[config.mk]
export PLATFORM = sky130hd
export DESIGN_NAME = shift_tx_sequencer
export DESIGN_NICKNAME = d
export VERILOG_FILES = /design/src/rtl/shift_tx_sequencer.sv
export SDC_FILE = /design/constraint.sdc
export NUM_CORES = 1
export LEC_CHECK = 0
export CELL_PAD_IN_SITES_DETAIL_PLACEMENT = 2
export CELL_PAD_IN_SITES_GLOBAL_PLACEMENT = 2
export CORE_UTILIZATION = 31
export CTS_CLUSTER_DIAMETER = 60
export DETAILED_ROUTE_END_ITERATION = 7
export DONT_BUFFER_PORTS = 1
export GPL_ROUTABILITY_DRIVEN = 0
export PLACE_DENSITY_LB_ADDON = 0.12
export SYNTH_ARGS = -nofsm -noshare
export SYNTH_HDL_FRONTEND = slang
export SYNTH_SLANG_ARGS = --single-unit
[constraint.sdc]
create_clock -name clk -period 1.6 [get_ports clk]
set_input_delay 0.16 -clock clk [delete_from_list [all_inputs] [get_ports clk]]
set_output_delay 0.16 -clock clk [all_outputs]
set_load 0.02 [all_outputs]
[src/rtl/shift_tx_sequencer.sv]
// Drives the Load/ShiftR controls of a WIDTH-bit shift register so that each
// accepted byte leaves its data_out MSB first, one bit every CLKS_PER_BIT cycles.
module shift_tx_sequencer #(
    parameter int WIDTH        = 8,
    parameter int CLKS_PER_BIT = 4,
    parameter int GAP_CYCLES   = 1
) (
    input  logic                     clk,
    input  logic                     Reset,
    input  logic                     tx_valid,
    input  logic [WIDTH-1:0]         tx_data,
    output logic                     tx_ready,
    output logic                     Load,
    output logic                     ShiftR,
    output logic [WIDTH-1:0]         parallel_out,
    output logic                     sr_fill,
    output logic                     frame,
    output logic [$clog2(WIDTH)-1:0] bit_idx,
    output logic                     done
);
    localparam int BW = $clog2(WIDTH);
    localparam int CW = (CLKS_PER_BIT > 1) ? $clog2(CLKS_PER_BIT) : 1;
    localparam int GW = (GAP_CYCLES > 1) ? $clog2(GAP_CYCLES) : 1;
    localparam logic [BW-1:0] BIT_LAST = BW'(WIDTH - 1);
    localparam logic [CW-1:0] CNT_LAST = CW'(CLKS_PER_BIT - 1);
    localparam logic [GW-1:0] GAP_LAST = GW'((GAP_CYCLES > 0) ? GAP_CYCLES - 1 : 0);

    typedef enum logic [1:0] {IDLE, LOAD, SHIFT, GAP} state_t;

    state_t           state_q;
    logic [CW-1:0]    cnt_q;
    logic [BW-1:0]    bit_q;
    logic [GW-1:0]    gap_q;
    logic [WIDTH-1:0] par_q;
    logic             rdy_q, load_q, shr_q, frame_q, done_q;

    logic             cnt_last, bit_last, shr_d;
    logic [CW-1:0]    cnt_d;
    logic [BW-1:0]    bit_d;

    assign cnt_last = (cnt_q == CNT_LAST);
    assign bit_last = (bit_q == BIT_LAST);
    assign cnt_d    = cnt_last ? '0 : cnt_q + 1'b1;
    // Bit index holds at WIDTH-1 so it never wraps inside a frame.
    assign bit_d    = (cnt_last && !bit_last) ? bit_q + 1'b1 : bit_q;
    // Strobe for the next SHIFT cycle: last cycle of any bit period but the final one.
    assign shr_d    = (cnt_d == CNT_LAST) && (bit_d != BIT_LAST);

    always_ff @(posedge clk or posedge Reset) begin
        if (Reset) begin
            state_q <= IDLE;
            cnt_q   <= '0;
            bit_q   <= '0;
            gap_q   <= '0;
            par_q   <= '0;
            rdy_q   <= 1'b1;
            load_q  <= 1'b0;
            shr_q   <= 1'b0;
            frame_q <= 1'b0;
            done_q  <= 1'b0;
        end else begin
            load_q <= 1'b0;
            shr_q  <= 1'b0;
            done_q <= 1'b0;
            case (state_q)
                IDLE: begin
                    if (tx_valid) begin
                        par_q   <= tx_data;
                        state_q <= LOAD;
                        load_q  <= 1'b1;
                        rdy_q   <= 1'b0;
                    end
                end
                LOAD: begin
                    state_q <= SHIFT;
                    frame_q <= 1'b1;
                    cnt_q   <= '0;
                    bit_q   <= '0;
                    shr_q   <= (CNT_LAST == '0) && (BIT_LAST != '0);
                end
                SHIFT: begin
                    if (cnt_last && bit_last) begin
                        frame_q <= 1'b0;
                        done_q  <= 1'b1;
                        cnt_q   <= '0;
                        gap_q   <= '0;
                        if (GAP_CYCLES == 0) begin
                            state_q <= IDLE;
                            rdy_q   <= 1'b1;
                        end else begin
                            state_q <= GAP;
                        end
                    end else begin
                        cnt_q <= cnt_d;
                        bit_q <= bit_d;
                        shr_q <= shr_d;
                    end
                end
                GAP: begin
                    if (gap_q == GAP_LAST) begin
                        state_q <= IDLE;
                        rdy_q   <= 1'b1;
                    end else begin
                        gap_q <= gap_q + 1'b1;
                    end
                end
                default: begin
                    state_q <= IDLE;
                    rdy_q   <= 1'b1;
                    frame_q <= 1'b0;
                end
            endcase
        end
    end

    assign tx_ready     = rdy_q;
    assign Load         = load_q;
    assign ShiftR       = shr_q;
    assign parallel_out = par_q;
    assign sr_fill      = 1'b0;
    assign frame        = frame_q;
    assign bit_idx      = bit_q;
    assign done         = done_q;
endmodule

==> metrics.txt, run 1 <==
H-tree levels 1; Fillers slightly below 300; Mapped Avg Cell Area between 10 and 15 um2; Main synth FF type dfrtp_1; drt drc 0; Clock Latency Late Sink between 200 and 300 ps; Clock Tree Root clkbuf_4; setup TNS 0 ps; Reg-to-Reg Start bit_idx[0]$_DFFE_PP0P_; fraction of the yosys area taken by sequential cells a little over half; Synth Warn # 0; via/cell ratio just under 5; async set-reset flop share out of synthesis 100%; Syn Nets 93; first drt pass iteration count 2; Worst EP required between 1500 and 2000 ps; area grow syn2layout 15.0%; fin. max-slew vios 0; most used standard cell by instance count after synthesis dfrtp_1; Final Cell Area about 1100 um2; Syn Std Cell Area around 910 um2; worst hold start tx_data[4]; CP max FO 3; Max Fclk 659 MHz; Final period util between 90% and 100%; RSZ-0062 raised after global routing no; initial antenna violation count 0; final setup fails 0; crit start category register; I/O pin count 28; hold worst-path end parallel_out[4]$_DFFE_PP0P_; Yosys cell types 24; Post-DP Area between 900 and 1000 um2; Final HPWL DP roughly 1.4 mm; crit path DAT roughly 1700 ps; register bit total from synthesis 20; status complete, no violations; Setup CP Type register to register; Max Cap Viol 0; effective utilization at floorplan ~33%; Reg clk slew, reported paths ~110 ps; final wirelength around 1.8 mm; FP Rows 19; Final Power between 1.5 and 2 mW; FF-to-FF End bit_idx[2]$_DFFE_PP0P_; crit path cell chain ha_1, ha_1, nand2b_1, and3_1, a221o_1; top-area cell type share of the netlist area about half; share of layout cells above drive strength 1 between 20% and 30%; ant diodes 0; Worst setup EP type register; via count roughly 570; Crit path max-delay family adder cells; Post-synth top cells dfrtp_1, mux2_2, ha_1, inv_1, nand2_1; type of the worst min-delay path input pin to register; nets around 110; Avg WL per Cell between 15 and 20 um; reg2reg path depth 5; Post-synth EDFFs 0; largest net degree at the start of global routing 12; first-pass GRT wire length approximately 3.2 mm; CTS tree yes; most frequent CP cell ha_1; gr ovfl total 0; Iteration-0 DRC Markers 11; Port Buf Inserts 0; Overall Global Routing Usage between 10% and 20%; vias in the first global route between 700 and 800; register area 502 um2; worst vdd ir slightly below 800 uV; die height between 50 and 60 um; die width roughly 56 um; cell count after synthesis 74; CTS max path bufs 2; max incr delay on CP ~400 ps; Final min period ~1500 ps; area leader, netlist dfrtp_1; DRT antenna net count 0; Clock Skew just over 9 ps; multi-input combinational cell area about 380 um2; ranking of synthesized cells by area dfrtp_1, mux2_2, ha_1; CTS resizes 0; Die Area 3170 um2; Std-Cell Core Area between 2000 and 3000 um2; hold path cells 1; Buf/Inv on CP 0; Num CTS Buffers 3; Slowest-stage cell, CP dfrtp_1; Worst R2R Setup Slack around 82 ps; PwrDens between 1500 and 2000 nW/um2; Sink Count 20; Leak Pwr about 0.53 nW; Hold Vio Cnt, Final 0
## per-stage QoR
| stage | utilization (%) | worst slack, ps | std cells | hold slack [ps] |
|---|---|---|---|---|
| final | 37.8 | 82.1 | 116 | 16.4 |
| after detailed placement | 35.1 | 98.4 | 108 | 56.2 |
| after global placement | 35.1 | 128 | 108 | 62.5 |
| after global routing | 37.8 | 22.4 | 116 | 0.860 |
| after CTS | 37.8 | 78.9 | 116 | 9.21 |
| after floorplan | - | 36.5 | 74 | 123 |
## worst register-to-register path, stage by stage, from the launching register on
cell	delay (ps)
dfrtp_1	400
ha_1	210
ha_1	210
nand2b_1	170
and3_1	180
a221o_1	260
## worst max-delay path by stage
| stage | slack, ps | start | endpoint | cells after the start |
|---|---|---|---|---|
| after global routing | 20 | bit_idx[0]$_DFFE_PP0P_ | bit_idx[2]$_DFFE_PP0P_ | 5 |
| after detailed placement | 100 | bit_idx[0]$_DFFE_PP0P_ | bit_idx[2]$_DFFE_PP0P_ | 5 |
| after floorplan | 40 | bit_idx[0]$_DFFE_PP0P_ | bit_idx[2]$_DFFE_PP0P_ | 5 |
| after global placement | 130 | state_q[0]$_DFFE_PP0P_ | bit_idx[2]$_DFFE_PP0P_ | 5 |
| final | 80 | bit_idx[0]$_DFFE_PP0P_ | bit_idx[2]$_DFFE_PP0P_ | 5 |
| after CTS | 80 | bit_idx[0]$_DFFE_PP0P_ | bit_idx[2]$_DFFE_PP0P_ | 5 |
## cell type report
cell class,instances,share of cell area [%]
flip-flops and latches,20,47.7
multi-input cells,45,35.7
repair buffers,8,6.66
well taps,31,3.69
clock buffers,4,3.45
inverters,8,2.85
## placed cells by master (no fill, tap or decap), drive strengths merged, types with 2 or more instances in the layout
| master | synthesis | routed |
|---|---|---|
| buf | 1 | 4 |
| dfrtp | 19 | 19 |
| a21oi | 3 | 3 |
| o21ai | 3 | 3 |
| mux2 | 9 | 9 |
| ha | 8 | 8 |
| mux2i | 2 | 2 |
| nand2 | 5 | 5 |
| o2bb2ai | 2 | 2 |
| inv | 8 | 8 |
| nor2 | 3 | 3 |
| dlygate4sd3 | 0 | 4 |
| clkbuf | 0 | 4 |
## kinds of logic (layout without fill, tap and decap cells)
group,count (synthesis),in the layout,synth area share (%)
AND/OR/NAND/NOR,13,13,7.25
flip-flops,20,20,54.9
multiplexers,11,11,13.3
AO/OA/AOI/OAI,12,12,9.17
other,1,1,0.410
buffers and inverters,9,20,4.10
adder cells (fa/ha/maj),8,8,10.9
## flip-flops by register name (all words and copies together) (netlist names)
register and flops:
tx_ready 1, bit_idx 3, parallel_out 8, frame 1
done 1, ShiftR 1, Load 1, state_q 2
cnt_q 2
## per-layer routing
| metal | GRT usage (%) | routed length, um | vias up |
|---|---|---|---|
| met2 | 22.8 | 909 | 19 |
| met5 | 0 | 0 | - |
| met3 | 3.46 | 92 | 2 |
| li1 | - | - | 269 |
| met4 | 4.18 | 17 | 0 |
| met1 | 16.0 | 767 | 284 |
## repair_timing
item,in CTS,in global routing
endpoints found under the hold margin,12,0
hold buffers,4,0
buffers inserted,0,0
## report_power, final
part,switching (mW),leakage (nW),internal (mW),total (mW)
registers,0.296,0.248,0.707,1.00
clock network,0.147,0.0210,0.139,0.286
logic,0.339,0.259,0.294,0.633
total,0.781,0.528,1.14,1.92
Power figures use the tool's default switching activity.
==> run 2, diff against run 1 <==
Settings changed: CELL_PAD_IN_SITES_DETAIL_PLACEMENT 2 to 1, CELL_PAD_IN_SITES_GLOBAL_PLACEMENT 2 to 1, CTS_CLUSTER_DIAMETER 60 to not set.
==> metrics.txt, run 2 (same netlist as run 1, synthesis figures left out) <==
status complete, no violations; Crit path max-delay family flip-flops; initial antenna violation count 0 (unchanged); FP Rows 19 (unchanged); Setup CP Type register to register; Final period util 93.9% (-0.95 points); final worst slack 97.2 ps (+15.2 ps); Sequential Power Share 48.9% (-3.3 points); Port Buf Inserts 0 (unchanged); Final min period 1500 ps (-15.2 ps); Critical Path Start bit_idx[0]$_DFFE_PP0P_; type of the worst min-delay path input pin to register; share of layout cells above drive strength 1 23.3% (-1.4 points); drt drc 0 (unchanged); PwrDens 1830 nW/um2 (about the same); H-tree levels 1 (unchanged); max reg flops 8 (unchanged); Worst setup endpoint bit_idx[2]$_DFFE_PP0P_; FF-to-FF End bit_idx[2]$_DFFE_PP0P_; pre-CTS setup slack 106 ps (+7.56 ps); Clock Tree Root clkbuf_4; area grow syn2layout 22.3%; Worst setup EP type register; worst hold start tx_valid; Worst R2R Setup Slack 100 ps (+20 ps); Std-Cell Core Area 2780 um2 (unchanged); Clock Skew 2.10 ps (-7.18 ps); Highest Signal Layer met4; DRT antenna net count 0 (unchanged); Num CTS Buffers 3 (unchanged); Leak Pwr 0.556 nW (+5.3%); I/O pin count 28 (unchanged); Psw 781 uW (about the same); Buf/Inv on CP 0 (unchanged); CTS tree yes; largest net degree at the start of global routing 21 (+9); RSZ-0062 raised after global routing no; Worst EP required 1800 ps (about the same); setup TNS 0 ps (unchanged); cell internal pwr 1.26 mW (+11%); Sink Count 20 (unchanged); die width 56.3 um (unchanged); most frequent cells in the layout dfrtp_1, mux2_2, dlygate4sd3_1; Slowest-stage cell, CP dfrtp_1; most common cell after layout, fill and taps aside dfrtp_1; Critical Path Stages 5 (unchanged); final wirelength 1.72 mm (-3.6%); first-pass GRT wire length 2.94 mm (-7.8%); Reg-to-Reg Start bit_idx[0]$_DFFE_PP0P_; Max Fclk 665 MHz (+1.0%); effective utilization at floorplan 32.9% (unchanged); first drt pass iteration count 3 (+1); die height 56.3 um (unchanged); CP max FO 3 (unchanged); Sw Ratio 38.3% (-2.4 points); nets 110 (+4.8%); Overall Global Routing Usage 12.0% (-1.2 points); Reg clk slew, reported paths 120 ps (about the same); Max Cap Viol 0 (unchanged); Final HPWL DP 1.21 mm (-14%); reg2reg path depth 5 (unchanged); met3 WL post-DR 102 um (+11%); CTS max path bufs 2 (unchanged); max incr delay on CP 400 ps (about the same); routed length on met1 753 um (-1.8%); crit path DAT 1700 ps (about the same); crit path cell chain ha_1, ha_1, nand2b_1, and3_1, a221o_1; met2 wire len 848 um (-6.7%); gr ovfl total 0 (unchanged); post-layout util 40.2% (+2.4 points); final setup fails 0 (unchanged); most frequent CP cell ha_1; Iteration-0 DRC Markers 15 (+4); crit start category register; Clock Latency Late Sink 300 ps (about the same); ant diodes 0 (unchanged); via/cell ratio 4.89 (-1.1%); Die Area 3170 um2 (unchanged); Hold Vio Cnt, Final 0 (unchanged); Avg WL per Cell 14.2 um (-7.6%); worst vdd ir 882 uV (+13%); fin. max-slew vios 0 (unchanged); via count 592 (+3.1%); Comb power frac 30.7% (-2.3 points); final hold slack 63.0 ps (+46.6 ps); vias in the first global route 688 (-2.5%); part of the power in the clock network 20.3% (+5.4 points)
## run 2: how the worst min path moves through the flow
stage	to	slack, ps	cells after the start
floorplan	Load$_DFF_PP0_	120	1
global placement	parallel_out[2]$_DFFE_PP0P_	100	2
finish	tx_ready$_DFFE_PP1P_	60	2
CTS	tx_ready$_DFFE_PP1P_	50	2
global route	tx_ready$_DFFE_PP1P_	80	2
detailed placement	parallel_out[2]$_DFFE_PP0P_	100	2
## run 2: layout make-up
type | count | area (um2)
clock inverters | 1 | 30.0
fillers | 293 | 1660
inverters | 8 | 30.0
clock buffers | 3 | 22.5
well taps | 31 | 38.8
flip-flops and latches | 20 | 502
multi-input cells | 45 | 375
repair buffers | 13 | 120
## run 2: layer usage
metal	up-vias	global-route usage, %
li1	280	-
met1	289	13.6
met2	21	21.4
met3	2	4.84
met4	0	2.09
met5	-	0
## run 2: power groups by stage
stage | Clock, mW | Combinational, mW | Sequential [mW]
3_3_place_gp | 0 | 0.619 | 1.01
2_1_floorplan | 0 | 0.470 | 1.00
6_report | 0.415 | 0.627 | 0.999
3_5_place_dp | 0 | 0.622 | 1.01
4_1_cts | 0.432 | 0.642 | 1.00
5_1_grt | 0.456 | 0.716 | 1.03
## run 2: repair_timing
item                      in CTS  in global routing
hold endpoints to repair      27                  0
buffers inserted               0                  0
hold buffers                   9                  0
resized for setup              0                  0
## run 2: stage by stage
step / total power, mW / area, um2 / std cells
finish: 2.04 / 1120 / 121
global route: 2.20 / 1120 / 121
CTS: 2.08 / 1120 / 121
detailed placement: 1.63 / 976 / 108
global placement: 1.63 / 976 / 108
floorplan: 1.47 / 915 / 74
